## config.mk

```make
export PLATFORM = sky130hd
export DESIGN_NAME = serial_add_ctrl
export DESIGN_NICKNAME = d
export VERILOG_FILES = /design/src/rtl/serial_add_ctrl.sv
export SDC_FILE = /design/constraint.sdc
export NUM_CORES = 1
export LEC_CHECK = 0
export CAP_MARGIN = 15
export CORE_ASPECT_RATIO = 2
export CORE_MARGIN = 8
export CORE_UTILIZATION = 45
export CTS_BUF_LIST = sky130_fd_sc_hd__clkbuf_8
export DETAILED_ROUTE_END_ITERATION = 16
export PLACE_DENSITY = 0.76
export REMOVE_ABC_BUFFERS = 1
export SLEW_MARGIN = 20
export SYNTH_ARGS = -nofsm -noshare
export SYNTH_HDL_FRONTEND = slang
export SYNTH_HIERARCHICAL = 1
export SYNTH_SLANG_ARGS = --single-unit
```

## constraint.sdc

```tcl
create_clock -name clk -period 1.5 [get_ports clk]
set_input_delay 0.3 -clock clk [delete_from_list [all_inputs] [get_ports clk]]
set_output_delay 0.3 -clock clk [all_outputs]
set_load 0.1 [all_outputs]
```

## src/rtl/serial_add_ctrl.sv

```systemverilog
// rtl/serial_add_ctrl.sv - bit-serial adder sequencer time-sharing one full-adder slice
// Operands shift out LSB-first; the result shifts in at the MSB and is published on completion.

module half_adder (
    input  logic i_a,
    input  logic i_b,
    output logic o_s,
    output logic o_c
);
    assign o_s = i_a ^ i_b;
    assign o_c = i_a & i_b;
endmodule

module serial_add_ctrl #(
    parameter int WIDTH = 8
) (
    input  logic             clk,
    input  logic             rst,
    input  logic             start,
    input  logic [WIDTH-1:0] a,
    input  logic [WIDTH-1:0] b,
    output logic             busy,
    output logic             done,
    output logic [WIDTH-1:0] sum,
    output logic             carry_out
);
    localparam int CW = (WIDTH > 1) ? $clog2(WIDTH) : 1;
    localparam logic [CW-1:0] LAST = CW'(WIDTH - 1);

    typedef enum logic [1:0] {
        S_IDLE = 2'd0,
        S_RUN  = 2'd1,
        S_DONE = 2'd2
    } state_t;

    state_t           r_state;
    logic [WIDTH-1:0] r_op_a;
    logic [WIDTH-1:0] r_op_b;
    logic [WIDTH-1:0] r_res;
    logic             r_carry;
    logic [CW-1:0]    r_cnt;

    logic w_s1;
    logic w_c1;
    logic w_s;
    logic w_c2;
    logic w_cout;
    logic [WIDTH-1:0] w_res_next;

    half_adder u_ha1 (
        .i_a (r_op_a[0]),
        .i_b (r_op_b[0]),
        .o_s (w_s1),
        .o_c (w_c1)
    );

    half_adder u_ha2 (
        .i_a (w_s1),
        .i_b (r_carry),
        .o_s (w_s),
        .o_c (w_c2)
    );

    assign w_cout     = w_c1 | w_c2;
    assign w_res_next = {w_s, r_res[WIDTH-1:1]};

    always_ff @(posedge clk or posedge rst) begin
        if (rst) begin
            r_state   <= S_IDLE;
            r_op_a    <= '0;
            r_op_b    <= '0;
            r_res     <= '0;
            r_carry   <= 1'b0;
            r_cnt     <= '0;
            busy      <= 1'b0;
            done      <= 1'b0;
            sum       <= '0;
            carry_out <= 1'b0;
        end else begin
            done <= 1'b0;
            case (r_state)
                S_IDLE: begin
                    if (start) begin
                        r_op_a  <= a;
                        r_op_b  <= b;
                        r_res   <= '0;
                        r_carry <= 1'b0;
                        r_cnt   <= '0;
                        busy    <= 1'b1;
                        r_state <= S_RUN;
                    end
                end
                S_RUN: begin
                    r_op_a  <= r_op_a >> 1;
                    r_op_b  <= r_op_b >> 1;
                    r_res   <= w_res_next;
                    r_carry <= w_cout;
                    r_cnt   <= r_cnt + 1'b1;
                    // The last bit is folded straight into the published sum here.
                    if (r_cnt == LAST) begin
                        sum       <= w_res_next;
                        carry_out <= w_cout;
                        busy      <= 1'b0;
                        done      <= 1'b1;
                        r_state   <= S_DONE;
                    end
                end
                S_DONE: begin
                    r_state <= S_IDLE;
                end
                default: begin
                    busy    <= 1'b0;
                    r_state <= S_IDLE;
                end
            endcase
        end
    end
endmodule

```

==> out/metrics.csv, run 1 <==
stage,metric,value,unit
timing,RSZ-0062 raised after global routing,no,
run,Max-cap violations,0,
drt,Vias/cell,5.52,
synth,register area share after synthesis,55.6,%
setup_path,critical path cell sequence,ha_1 > ha_2 > nand3b_4 > mux2_2,
setup_path,WP data arrival,1620,ps
synth,"Top FF cell, synth",dfrtp_1,
status,outcome,completed,
pwr,Cell Pwr Density,2410,mW/mm^2
cells_and_area,share of cells above drive strength 1,25.0,%
synth,Synth warnings,6,
synth,post-synthesis cell type count,27,
drt,DRT Pass-1 Iters,4,
clock_tree,CTS Buffer Depth,2,
clock_tree,Clock transition at path regs,80,ps
die,Die Ht,105,um
place,dpl cell area,0.00230,sq mm
synth,most frequent cell after synthesis,dfrtp_1,
die,# IOs,30,
place,DP HPWL,3010,um
timing,Tcrit/Tclk final,95.8,%
place,GP Congestion,0.819,
cells_and_area,final-stage net count,210,
clock_tree,H-tree lvl count,2,
drt,Routed Antenna Nets,0,
setup_path,CP bufs+invs,0,
synth,Avg Inst Size Synth,12.2,sq um
timing,Max Slew Vio Count,0,
place,I/O Buffers,29,
cells_and_area,area delta synth->final,35.4,%
clock_tree,clock sinks,40,
cells_and_area,final std cells w/o fill,239,
timing,Slew @ Worst Pin,539,ps
cells_and_area,final instance area,0.00244,sq mm
drt,drc violations,0,
timing,post-route setup slack,62.7,ps
setup_path,Setup Crit Path Kind,reg -> reg,
clock_tree,Post-CTS Setup Inserts,0,
drt,WL final,4130,um
synth,most instantiated cells after synthesis,"40 x dfrtp_1, 10 x a22o_1, 10 x o21ai_0",
timing,Tmin final,1440,ps
die,DIE WIDTH,60.7,um
cells_and_area,diodes inserted,0,
die,total core area,0.00384,sq mm
clock_tree,CTS buffer count,5,
clock_tree,clk_lat worst skew,290,ps
die,Starting Density,46.9,%
setup_path,Worst path max stage delay,400,ps
pwr,Static Leakage,1.13,nW
setup_path,Crit Path Max Fanout,5,
setup_path,Critical Path Start Type,flip-flop,
grt,first-pass GRT wire length,6710,um
setup_path,Crit. End Element,flip-flop,
timing,FMAX,696,MHz
timing,max_slew headroom,64.0,%
drt,Initial DRC Count,55,
clock_tree,CTS tree,built,
synth,ranking of synthesized cells by area,"dfrtp_1 56%, mux2_4 5.0%, a22o_1 4.9%, ha_1 2.8%, o21ai_0 2.8%",
pwr,Pwr Total,0.00587,W
synth,fraction of registers with async set or reset after synthesis,100,%
synth,Yosys top cell area share,55.6,%
place,dpl ws,-227,ps
clock_tree,Clock Tree Root,clkbuf_8,
synth,cell taking the most area after synthesis,dfrtp_1,
setup_path,"CP delay by family, top",adder cells,
synth,Gate Count Post-Synth,148,
setup_path,"Slowest-stage cell, CP",dfrtp_1,
drt,Vias,1320,
die,die area,0.00641,sq mm
timing,# setup viols final,0,
drt,mean routed wirelength per cell,17.3,um
pwr,peak supply drop,0.00131,V
place,Cell Count Post-Placement,230,
min_path,path type of the worst min-delay path,in -> async,
grt,global route overflow,0,
timing,endpoints failing hold,0,
grt,largest net degree at the start of global routing,41,
die,Rows,32,
grt,GRT Total Usage,13.7,%
clock_tree,Hold Buf Count CTS,0,
synth,Yosys reg bits,40,
timing,clock skew,4.39,ps
grt,initial antenna violation count,0,
grt,number of global-route vias before repair,1422,
synth,Mapped Area,0.00180,sq mm
synth,number of flops mapped to enable cells by yosys,0,
setup_path,CP Data Required Time,1680,ps
-- where the power goes --
part	switching, W	internal [W]
sequential	0.000402	0.00157
clock	0.000376	0.000487
combinational	0.00172	0.00132
total	0.00250	0.00337
-- final timing paths --
path / from / to / slack, ps / cells past startpoint
max: r_cnt[0] / sum[4] / 60 / 4
min: rst / carry_out / 360 / 3
max reg2reg: r_cnt[0] / sum[4] / 60 / 4
min reg2reg: r_op_b[4] / r_op_b[4] / 510 / 1
max in group asynchronous: rst / r_op_b[0] / 940 / 3
min in group clk: r_op_b[4] / r_op_b[4] / 510 / 1
-- stage by stage --
step	setup TNS [ps]	hold WS [ps]	util, %
global route	0	408	63.5
detailed placement	-3440	494	59.9
global placement	-2410	486	59.9
floorplan	0	427	-
finish	0	357	63.5
CTS	-16.7	372	63.0
-- metal layers --
metal / wire length, um / global-route usage, % / up-vias
li1: - / - / 609
met1: 1520 / 14.6 / 650
met2: 2300 / 23.6 / 49
met3: 213 / 3.53 / 12
met4: 98 / 6.55 / 0
met5: 0 / 0 / -
-- area by class of cell --
class	instances	area (sq um)
fill	305	1400
sequential	40	1000
multi-input combinational	92	729
timing repair buffer	40	508
clock buffer	5	68.8
tap	51	63.8
clock inverter	3	38.8
inverter	8	30.0
-- state kept, by name (all words and copies together) (netlist names) --
register	flops
busy	1
carry_out	1
done	1
r_carry	1
r_cnt	3
r_op_a	8
r_op_b	8
r_res	7
r_state	2
sum	8
-- tightest hold or removal path, cell delays in order --
cell,delay [ps]
clkdlybuf4s50_1,400
inv_1,90
buf_12,230
-- placed cells by master, fill, tap and decap left out, types with 3 or more instances in the layout --
master / instances
a22o_1: 10
mux2_4: 6
nor3_1: 4
buf_12: 13
a221o_1: 4
clkdlybuf4s50_1: 18
buf_4: 9
nand2_1: 9
ha_1: 3
a221oi_1: 4
dfrtp_1: 40
nand2b_1: 7
nor3b_1: 4
a21oi_1: 5
o22a_1: 4
nor2b_1: 5
clkbuf_8: 5
inv_1: 8
o21ai_0: 10
nor2_2: 3
-- timing repair --
action                                 4_1_cts  5_1_grt
setup endpoints to repair                    2       10
pin swaps                                    1        0
endpoints found under the hold margin        0        0
gates cloned                                 1        0
resized for setup                            0        3
-- logic make-up (layout without fill, tap and decap cells) --
kind of cell               count (synthesis)  in the layout  synth area share [%]
AOI/OAI and AO/OA                         42             42                  17.6
adders and majority gates                  4              4                  2.78
buffers and inverters                     17             56                  5.62
DFF                                       40             40                  55.6
muxes                                      8              8                  6.25
and+or+nand+nor                           37             38                  12.2
Note: power is estimated with default switching activity, not from simulation.
==> inputs of run 2 (changes only) <==
==> constraint.sdc (replaced) <==
create_clock -name clk -period 1.5 [get_ports clk]
set_input_delay 0.15 -clock clk [delete_from_list [all_inputs] [get_ports clk]]
set_output_delay 0.15 -clock clk [all_outputs]
set_load 0.1 [all_outputs]
==> run 2 against run 1 <==
Effect of this change:
- setup slack barely moved
- clock power is 22% lower
- sequential share of layout area is 0.56 points higher
- combinational power about the same
- highest routed layer unchanged
- hold slack got worse by 140 ps
- critical endpoint is now sum[1]
- cell count is 0.42% higher
- flip-flop and latch count did not move
- non-clock buffer count up 2
- die area stayed put
==> out/metrics.csv, run 2 (synthesized netlist as in run 1, its figures left out) <==
stage,metric,value,unit,change
status,outcome,completed,,
drt,Vias,1337,,+1.3%
timing,Slew @ Worst Pin,361,ps,-178 ps
drt,Routed Antenna Nets,0,,unchanged
timing,Tcrit/Tclk final,95.8,%,about the same
setup_path,CP Data Required Time,1690,ps,about the same
timing,clock skew,8.47,ps,+4.07 ps
grt,met3 Usage GRT,3.90,%,+0.37 points
setup_path,Setup Crit Path Kind,reg -> reg,,
drt,mean routed wirelength per cell,16.6,um,-4.2%
clock_tree,Post-CTS Setup Inserts,0,,unchanged
grt,global route overflow,0,,unchanged
setup_path,Reg-to-Reg Start,r_cnt[0],,
cells_and_area,Filler Cell Count,324,,+6.2%
timing,Tmin final,1440,ps,-0.275 ps
drt,DRT Pass-1 Iters,4,,unchanged
timing,Max Slew Vio Count,0,,unchanged
place,GP Congestion,0.795,,-2.9%
grt,number of global-route vias before repair,1405,,-1.2%
clock_tree,H-tree lvl count,2,,unchanged
cells_and_area,Largest regs,"r_op_a x8, r_op_b x8, sum x8",,
die,DIE WIDTH,60.7,um,unchanged
die,Rows,32,,unchanged
pwr,peak supply drop,0.00116,V,-11%
setup_path,Crit Path Max Fanout,4,,-1
die,Die Ht,105,um,unchanged
setup_path,Critical R2R Capture,sum[1],,
grt,met2 Usage GRT,22.6,%,-0.99 points
grt,M1 GR Usage,15.8,%,+1.2 points
clock_tree,Hold Buf Count CTS,0,,unchanged
drt,drc violations,0,,unchanged
pwr,Cell Pwr Density,2340,mW/mm^2,-2.7%
timing,RSZ-0062 raised after global routing,no,,
cells_and_area,area delta synth->final,33.7,%,
drt,WL final,3970,um,-3.8%
timing,WHS,217,ps,-140 ps
timing,max_slew headroom,75.9,%,+12 points
clock_tree,clk_lat worst skew,290,ps,about the same
cells_and_area,"most common cell after layout, fill and taps aside",dfrtp_1,,
setup_path,Worst path max stage delay,400,ps,about the same
cells_and_area,diodes inserted,0,,unchanged
clock_tree,CTS buffer count,5,,unchanged
setup_path,Reg2Reg Setup Slack,60,ps,about the same
cells_and_area,share of cells above drive strength 1,25.9,%,+0.93 points
timing,# setup viols final,0,,unchanged
setup_path,worst setup path end,sum[1],,
pwr,Static Leakage,1.11,nW,-2.0%
cells_and_area,final-stage net count,212,,+0.95%
die,total core area,0.00384,sq mm,unchanged
setup_path,WP data arrival,1620,ps,about the same
timing,endpoints failing hold,0,,unchanged
grt,largest net degree at the start of global routing,41,,unchanged
timing,post-route setup slack,63.0,ps,+0.275 ps
place,dpl ws,-68.7,ps,+158 ps
drt,Initial DRC Count,42,,-24%
grt,initial antenna violation count,0,,unchanged
clock_tree,CTS Buffer Depth,2,,unchanged
die,Starting Density,46.9,%,unchanged
die,# IOs,30,,unchanged
clock_tree,clock sinks,40,,unchanged
grt,GRT Total Usage,14.0,%,+0.27 points
grt,first-pass GRT wire length,6760,um,+0.73%
clock_tree,CTS tree,built,,
place,I/O Buffers,29,,unchanged
cells_and_area,final core occ,62.7,%,-0.78 points
setup_path,cells on worst reg2reg path,4,,unchanged
die,die area,0.00641,sq mm,unchanged
grt,grt peak-use layer,met2,,
place,dpl cell area,0.00230,sq mm,+0.11%
drt,Vias/cell,5.57,,+0.87%
setup_path,Critical Path Start Type,flip-flop,,
clock_tree,Clock Tree Root,clkbuf_8,,
setup_path,critical path cell sequence,ha_1 > ha_2 > nand3b_2 > mux2_4,,
timing,FMAX,696,MHz,about the same
run,Max-cap violations,0,,unchanged
clock_tree,Clock transition at path regs,80,ps,about the same
place,DP HPWL,2850,um,-5.3%
cells_and_area,"commonest cells after routing, fill and taps aside","39 x dfrtp_1, 18 x clkdlybuf4s50_1, 12 x buf_12, 12 x buf_4",,
min_path,path type of the worst min-delay path,in -> async,,
setup_path,Crit. End Element,flip-flop,,
setup_path,"Slowest-stage cell, CP",dfrtp_1,,
cells_and_area,final instance area,0.00241,sq mm,-1.2%
setup_path,Setup crit start,r_cnt[0],,
-- run 2: cell count changes in the layout (fill, tap and decap cells not counted), sizes merged --
cell,change
buf,+2
bufinv,-1
-- run 2: worst min path at each step --
stage / start / endpoint / slack, ps / cells after the start
after floorplan: a[7] / r_op_a[7] / 280 / 2
after global placement: r_carry / r_carry / 470 / 2
after detailed placement: r_carry / r_carry / 490 / 2
after CTS: rst / r_cnt[1] / 220 / 3
after global routing: rst / r_cnt[1] / 260 / 3
final: rst / sum[7] / 220 / 3
-- run 2: repair_timing --
| item | in CTS | in global routing |
|---|---|---|
| setup endpoints to repair | 2 | 19 |
| cloned | 1 | 0 |
| resized for setup | 1 | 3 |
| pin swaps | 1 | 0 |
-- run 2: layer usage --
metal  share of wire [%]  wire, um  vias up
met2                  54      2150       46
met4                 2.2        88        0
met5                   0         0        -
li1                    -         -      619
met1                  37      1480      664
met3                 6.3       251        8
-- run 2: per-stage QoR --
stage	std cells	setup TNS, ps	power [W]
2_1_floorplan	139	0	0.00380
3_3_place_gp	232	-92.9	0.00484
3_5_place_dp	232	-304	0.00495
4_1_cts	240	0	0.00565
5_1_grt	240	0	0.00593
6_report	240	0	0.00564
-- run 2: critical path, delay by kind of cell (launching register included) --
family	cells	cell delay (ps)
adders and majority gates	2	420
and+or+nand+nor	1	180
muxes	1	320
DFF	1	400
-- run 2: final cells by class --
cell class	count	area, sq um	area share, %
sequential	40	1000	41.6
timing repair buffer	42	510	21.2
clock buffer	5	68.8	2.86
inverter	8	30.0	1.25
multi-input combinational	92	726	30.1
clock inverter	2	8.76	0.363
tap	51	63.8	2.65
-- run 2: report_power, final --
part / internal, W / switching [W]
clock: 0.000309 / 0.000359
combinational: 0.00132 / 0.00169
sequential: 0.00157 / 0.000399
